`config.mk`:
```
export PLATFORM = sky130hd
export DESIGN_NAME = if_de_fetch_stage
export DESIGN_NICKNAME = d
export VERILOG_FILES = /design/src/rtl/if_de_fetch_stage.sv
export SDC_FILE = /design/constraint.sdc
export NUM_CORES = 1
export LEC_CHECK = 0
export BUFFER_PORTS_ARGS = -buffer_cell sky130_fd_sc_hd__buf_2
export CORE_UTILIZATION = 45
export DETAILED_ROUTE_END_ITERATION = 8
export PLACE_DENSITY = 0.7
export SLEW_MARGIN = 20
export SYNTH_ARGS = -nofsm -noshare
export SYNTH_HDL_FRONTEND = slang
export SYNTH_SLANG_ARGS = --single-unit
```
`constraint.sdc`:
```
create_clock -name CLK -period 2.08 [get_ports CLK]
set_input_delay 0.208 -clock CLK [delete_from_list [all_inputs] [get_ports CLK]]
set_output_delay 0.208 -clock CLK [all_outputs]
set_load 0.02 [all_outputs]
```
`src/rtl/if_de_fetch_stage.sv`:
```
// rtl/if_de_fetch_stage.sv - RV32I fetch stage with PC, imem handshake, skid buffer and IF/DE register
// A fetched word that arrives while Decode is stalled parks in a one-entry hold buffer.
module if_de_fetch_stage #(
  parameter logic [31:0] RESET_PC  = 32'h0000_0000,
  parameter logic [31:0] NOP_INSTR = 32'h0000_0013
) (
  input  logic        CLK,
  input  logic        RST,
  input  logic        load_use_haz,
  input  logic        control_haz,
  input  logic [1:0]  pc_source,
  input  logic [31:0] jalr_target,
  input  logic [31:0] branch_target,
  input  logic [31:0] jal_target,
  input  logic [31:0] imem_rdata,
  input  logic        imem_ack,
  output logic        imem_req,
  output logic [31:0] imem_addr,
  output logic [31:0] de_ir,
  output logic [31:0] de_pc,
  output logic        de_valid
);

  typedef enum logic {
    RUN,
    REDIRECT_PEND
  } state_t;

  state_t      state, state_n;
  logic [31:0] pc, pc_n;
  logic [31:0] de_ir_n, de_pc_n;
  logic        de_valid_n;
  logic [31:0] hold_ir, hold_ir_n;
  logic [31:0] hold_pc, hold_pc_n;
  logic        hold_valid, hold_valid_n;
  logic [31:0] redir_reg, redir_reg_n;

  logic        ack;
  logic        redirect;
  logic [31:0] target_raw;
  logic [31:0] target;
  logic [31:0] pc_inc;

  assign imem_req  = !RST && !hold_valid;
  assign imem_addr = pc;

  // An ack can only complete a request that is actually being presented.
  assign ack    = imem_ack && imem_req;
  assign pc_inc = pc + 32'd4;

  always_comb begin
    target_raw = pc;
    redirect   = 1'b0;
    case (pc_source)
      2'b01: begin target_raw = jalr_target;   redirect = control_haz; end
      2'b10: begin target_raw = branch_target; redirect = control_haz; end
      2'b11: begin target_raw = jal_target;    redirect = control_haz; end
      default: begin target_raw = pc;          redirect = 1'b0;        end
    endcase
    target = {target_raw[31:2], 2'b00};
  end

  always_comb begin
    state_n      = state;
    pc_n         = pc;
    de_ir_n      = de_ir;
    de_pc_n      = de_pc;
    de_valid_n   = de_valid;
    hold_ir_n    = hold_ir;
    hold_pc_n    = hold_pc;
    hold_valid_n = hold_valid;
    redir_reg_n  = redir_reg;

    if (redirect) begin
      de_ir_n      = NOP_INSTR;
      de_valid_n   = 1'b0;
      hold_valid_n = 1'b0;
      if (ack) begin
        pc_n    = target;
        state_n = RUN;
      end else begin
        // PC stays put so the in-flight request keeps a stable address.
        redir_reg_n = target;
        state_n     = REDIRECT_PEND;
      end
    end else if (state == REDIRECT_PEND) begin
      de_ir_n    = NOP_INSTR;
      de_valid_n = 1'b0;
      if (ack) begin
        pc_n    = redir_reg;
        state_n = RUN;
      end
    end else if (load_use_haz) begin
      if (ack) begin
        hold_ir_n    = imem_rdata;
        hold_pc_n    = pc;
        hold_valid_n = 1'b1;
        pc_n         = pc_inc;
      end
    end else if (hold_valid) begin
      de_ir_n      = hold_ir;
      de_pc_n      = hold_pc;
      de_valid_n   = 1'b1;
      hold_valid_n = 1'b0;
    end else if (ack) begin
      de_ir_n    = imem_rdata;
      de_pc_n    = pc;
      de_valid_n = 1'b1;
      pc_n       = pc_inc;
    end else begin
      de_ir_n    = NOP_INSTR;
      de_valid_n = 1'b0;
    end
  end

  always_ff @(posedge CLK) begin
    if (RST) begin
      state      <= RUN;
      pc         <= RESET_PC;
      de_ir      <= NOP_INSTR;
      de_pc      <= 32'd0;
      de_valid   <= 1'b0;
      hold_ir    <= NOP_INSTR;
      hold_pc    <= 32'd0;
      hold_valid <= 1'b0;
      redir_reg  <= RESET_PC;
    end else begin
      state      <= state_n;
      pc         <= pc_n;
      de_ir      <= de_ir_n;
      de_pc      <= de_pc_n;
      de_valid   <= de_valid_n;
      hold_ir    <= hold_ir_n;
      hold_pc    <= hold_pc_n;
      hold_valid <= hold_valid_n;
      redir_reg  <= redir_reg_n;
    end
  end

endmodule

```
==> impl_metrics.csv <==
group,metric,value,unit
run_status,outcome,"completed",
layout,layout-drive-gt1-share,25.7,%
clock_tree,cts_tree,"yes",
clock_tree,h-tree-depth,4,
grt,antenna_found_initial,0,
logic_synthesis,synthDistinctLibCells,56,
die,die_area,20000,um^2
setup_path,worstPathArrival,2.22,ns
setup_path,path_class,"register to register",
timing,rsz0062_at_grt,"false",
timing,finClkSkew,0.00734,ns
layout,fin_nets,1431,
timing,worst_slack,0.184,ns
setup_path,path_max_fanout,8,
power_and_ir_drop,pwr_density_cell,776,nW/um^2
grt,grt_pass1_wl,40.0,mm
die,core_area,18900,um^2
grt,grt_pass1_vias,7520,
grt,grt_max_degree,153,
logic_synthesis,synth_edf_count,0,
timing,setup_viol,0,
setup_path,endpoint_kind,"register",
die,die_h,141,um
clock_tree,post_cts.repair.setup_buffers,0,
timing,setup-tns-final,0,ns
logic_synthesis,synthesis.instances,1090,
place,dp_slack,0.156,ns
grt,grt_overflow_total,0,
setup_path,cp-start-kind,"register",
detailed_routing,routed_wl,25.0,mm
logic_synthesis,ys_ff_latch,187,
clock_tree,insertion_delay,0.43,ns
die,die_x,141,um
timing,max_freq,527,MHz
layout,areaGrowthSynthToFinish,24.1,%
power_and_ir_drop,static-leakage-power,4.48,nW
logic_synthesis,seq_area_frac_synth,42.8,%
setup_path,critical_path_required,2.40,ns
timing,hold_violations,0,
detailed_routing,ant_nets,0,
detailed_routing,drc,0,
layout,antennaDiodeCount,0,
power_and_ir_drop,irDropWorstVdd,0.000466,V
logic_synthesis,syn_avg_cell_area,8.03,um^2
clock_tree,cts_sinks,187,
clock_tree,cts_made_buffers,17,
timing,fin_crit,1.90,ns
setup_path,endpoint,"imem_addr[26]",
detailed_routing,dr_total_vias,8406,
logic_synthesis,dominantRegCellSynth,"dfxtp_1",
clock_tree,clockBufferDepth,2,
clock_tree,clk_pin_slew_worst_paths,0.07,ns
timing,tightest_slew,0.691,ns
place,dp_hpwl,17.4,mm
setup_path,rr_endpoint,"imem_addr[26]",
timing,slew_headroom,54.0,%
timing,timing.final.crit_share,91.2,%
detailed_routing,wl_per_cell,16.0,um
clock_tree,clockRootBuffer,"clkbuf_16",
layout,top_regs,"de_ir: 32 flops, hold_ir: 32 flops",
grt,track_usage,25.4,%
die,start_util,46.3,%
setup_path,cp-startpoint,"imem_addr[13]",
logic_synthesis,synth_area,8750,um^2
setup_path,reg2regPathDepth,5,
die,rows,50,
die,boundaryPins,233,
place,io_buffers,222,
clock_tree,cts-resized-gates,0,
setup_path,reg2reg_from,"imem_addr[13]",
place,gp_congestion,0.900,
logic_synthesis,async_flop_share,0,%
flow_run,cap_violations,0,
detailed_routing,firstDrtPassIters,8,
detailed_routing,drt-vias-per-instance,5.36,
hold_path,hp-start,"imem_rdata[1]",
logic_synthesis,yosysWarnings,0,
setup_path,r2r_slack,0.18,ns
detailed_routing,drtIter0Drc,718,
hold_path,hold_path_class,"input port to register",
timing,slew_violations,0,
-- final cells by class --
cell class	instances	area (um^2)
Fill cell	1811	8030
Sequential cell	187	3750
Inverter	7	26.3
Multi-Input combinational cell	800	4550
Clock inverter	11	109
Timing Repair Buffer	282	1630
Tap cell	260	325
Clock buffer	21	472
-- synthesized netlist by cell type, types with 7 or more instances --
library cell	instances	share of area, %
nand2_1	185	7.9
a211oi_1	39	3.3
nand4_1	10	0.71
dfxtp_1	187	43
nand3_1	11	0.63
o22ai_1	20	1.4
nor2_1	148	6.3
inv_1	7	0.30
o21ai_0	11	0.63
a2bb2oi_1	8	0.80
mux2_2	13	1.7
a21oi_1	150	8.6
or3_1	8	0.57
buf_2	13	0.74
a221oi_1	8	0.80
xor2_1	17	1.7
clkbuf_1	70	3.0
nor3_1	7	0.40
a22oi_1	29	2.5
buf_6	7	0.90
a21o_1	8	0.69
mux2i_1	53	6.1
-- worst min-delay path by stage --
| stage | end | slack, ns | depth (start not counted) |
|---|---|---|---|
| floorplan | hold_ir[0] | 0.33 | 2 |
| global placement | hold_ir[1] | 0.44 | 3 |
| detailed placement | redir_reg[24] | 0.44 | 2 |
| CTS | hold_ir[1] | 0.0009 | 3 |
| global route | hold_ir[1] | 0.01 | 3 |
| finish | hold_ir[1] | 0.02 | 3 |
-- per-layer routing --
metal / global-route usage [%] / vias up / part of all wire [%]
li1: - / 4235 / -
met1: 36.4 / 3849 / 48
met2: 39.4 / 293 / 45
met3: 4.22 / 29 / 5.4
met4: 7.24 / 0 / 1.7
met5: 0 / - / 0
-- timing repair --
item                       CTS  global route
hold buffers                 2             0
hold endpoints to repair     2             0
setup endpoints to repair    0             1
-- power by group --
part           internal (mW)  switching [mW]  leakage [nW]
clock                   1.77            1.42         0.284
sequential              3.74           0.116          1.52
combinational          0.538           0.838          2.68
total                   6.05            2.38          4.48
-- critical path, stage by stage, from the launching register on --
cell and delay [ns]:
dfxtp_1 0.34, nand4_2 0.22, nor4_4 0.59, nand4_1 0.18
xor2_1 0.17, a221oi_1 0.30
-- placed cells by master, fill, tap and decap left out, types with 5 or more instances in the layout --
cell type and count:
buf_2 221, dfxtp_1 186, nand2_1 184, a21oi_1 150, nor2_1 148, buf_4 54
mux2i_1 53, a211oi_1 39, a22oi_1 29, o22ai_1 20, clkbuf_16 18, xor2_1 17
mux2_2 13, nand3_1 11, o21ai_0 11, nand4_1 10, or3_1 8, a2bb2oi_1 8
a221oi_1 8, a21o_1 8, inv_1 7, nor3_1 7, o211ai_1 6, and3_1 5
a311oi_1 5, buf_12 5
-- cell families after synthesis --
logic type | Yosys count | share of synthesized area (%)
other cells | 1 | 0.0428
fa+ha+maj | 1 | 0.143
mux | 66 | 7.73
compound gates | 309 | 22.0
simple gates | 399 | 19.6
flops | 187 | 42.8
xor+xnor | 21 | 2.10
buf+inv | 106 | 5.55
-- through the flow --
step | area, um^2 | std cells | utilization (%) | hold slack, ns | total power, mW
global placement | 10300 | 1534 | 54.3 | 0.439 | 5.27
finish | 10900 | 1568 | 57.5 | 0.0169 | 8.43
floorplan | 8760 | 1093 | - | 0.332 | 4.76
global route | 10900 | 1568 | 57.5 | 0.0117 | 8.75
CTS | 10900 | 1568 | 57.5 | 0.000876 | 8.47
detailed placement | 10300 | 1534 | 54.3 | 0.443 | 5.30
(Power assumes the default switching activity.)
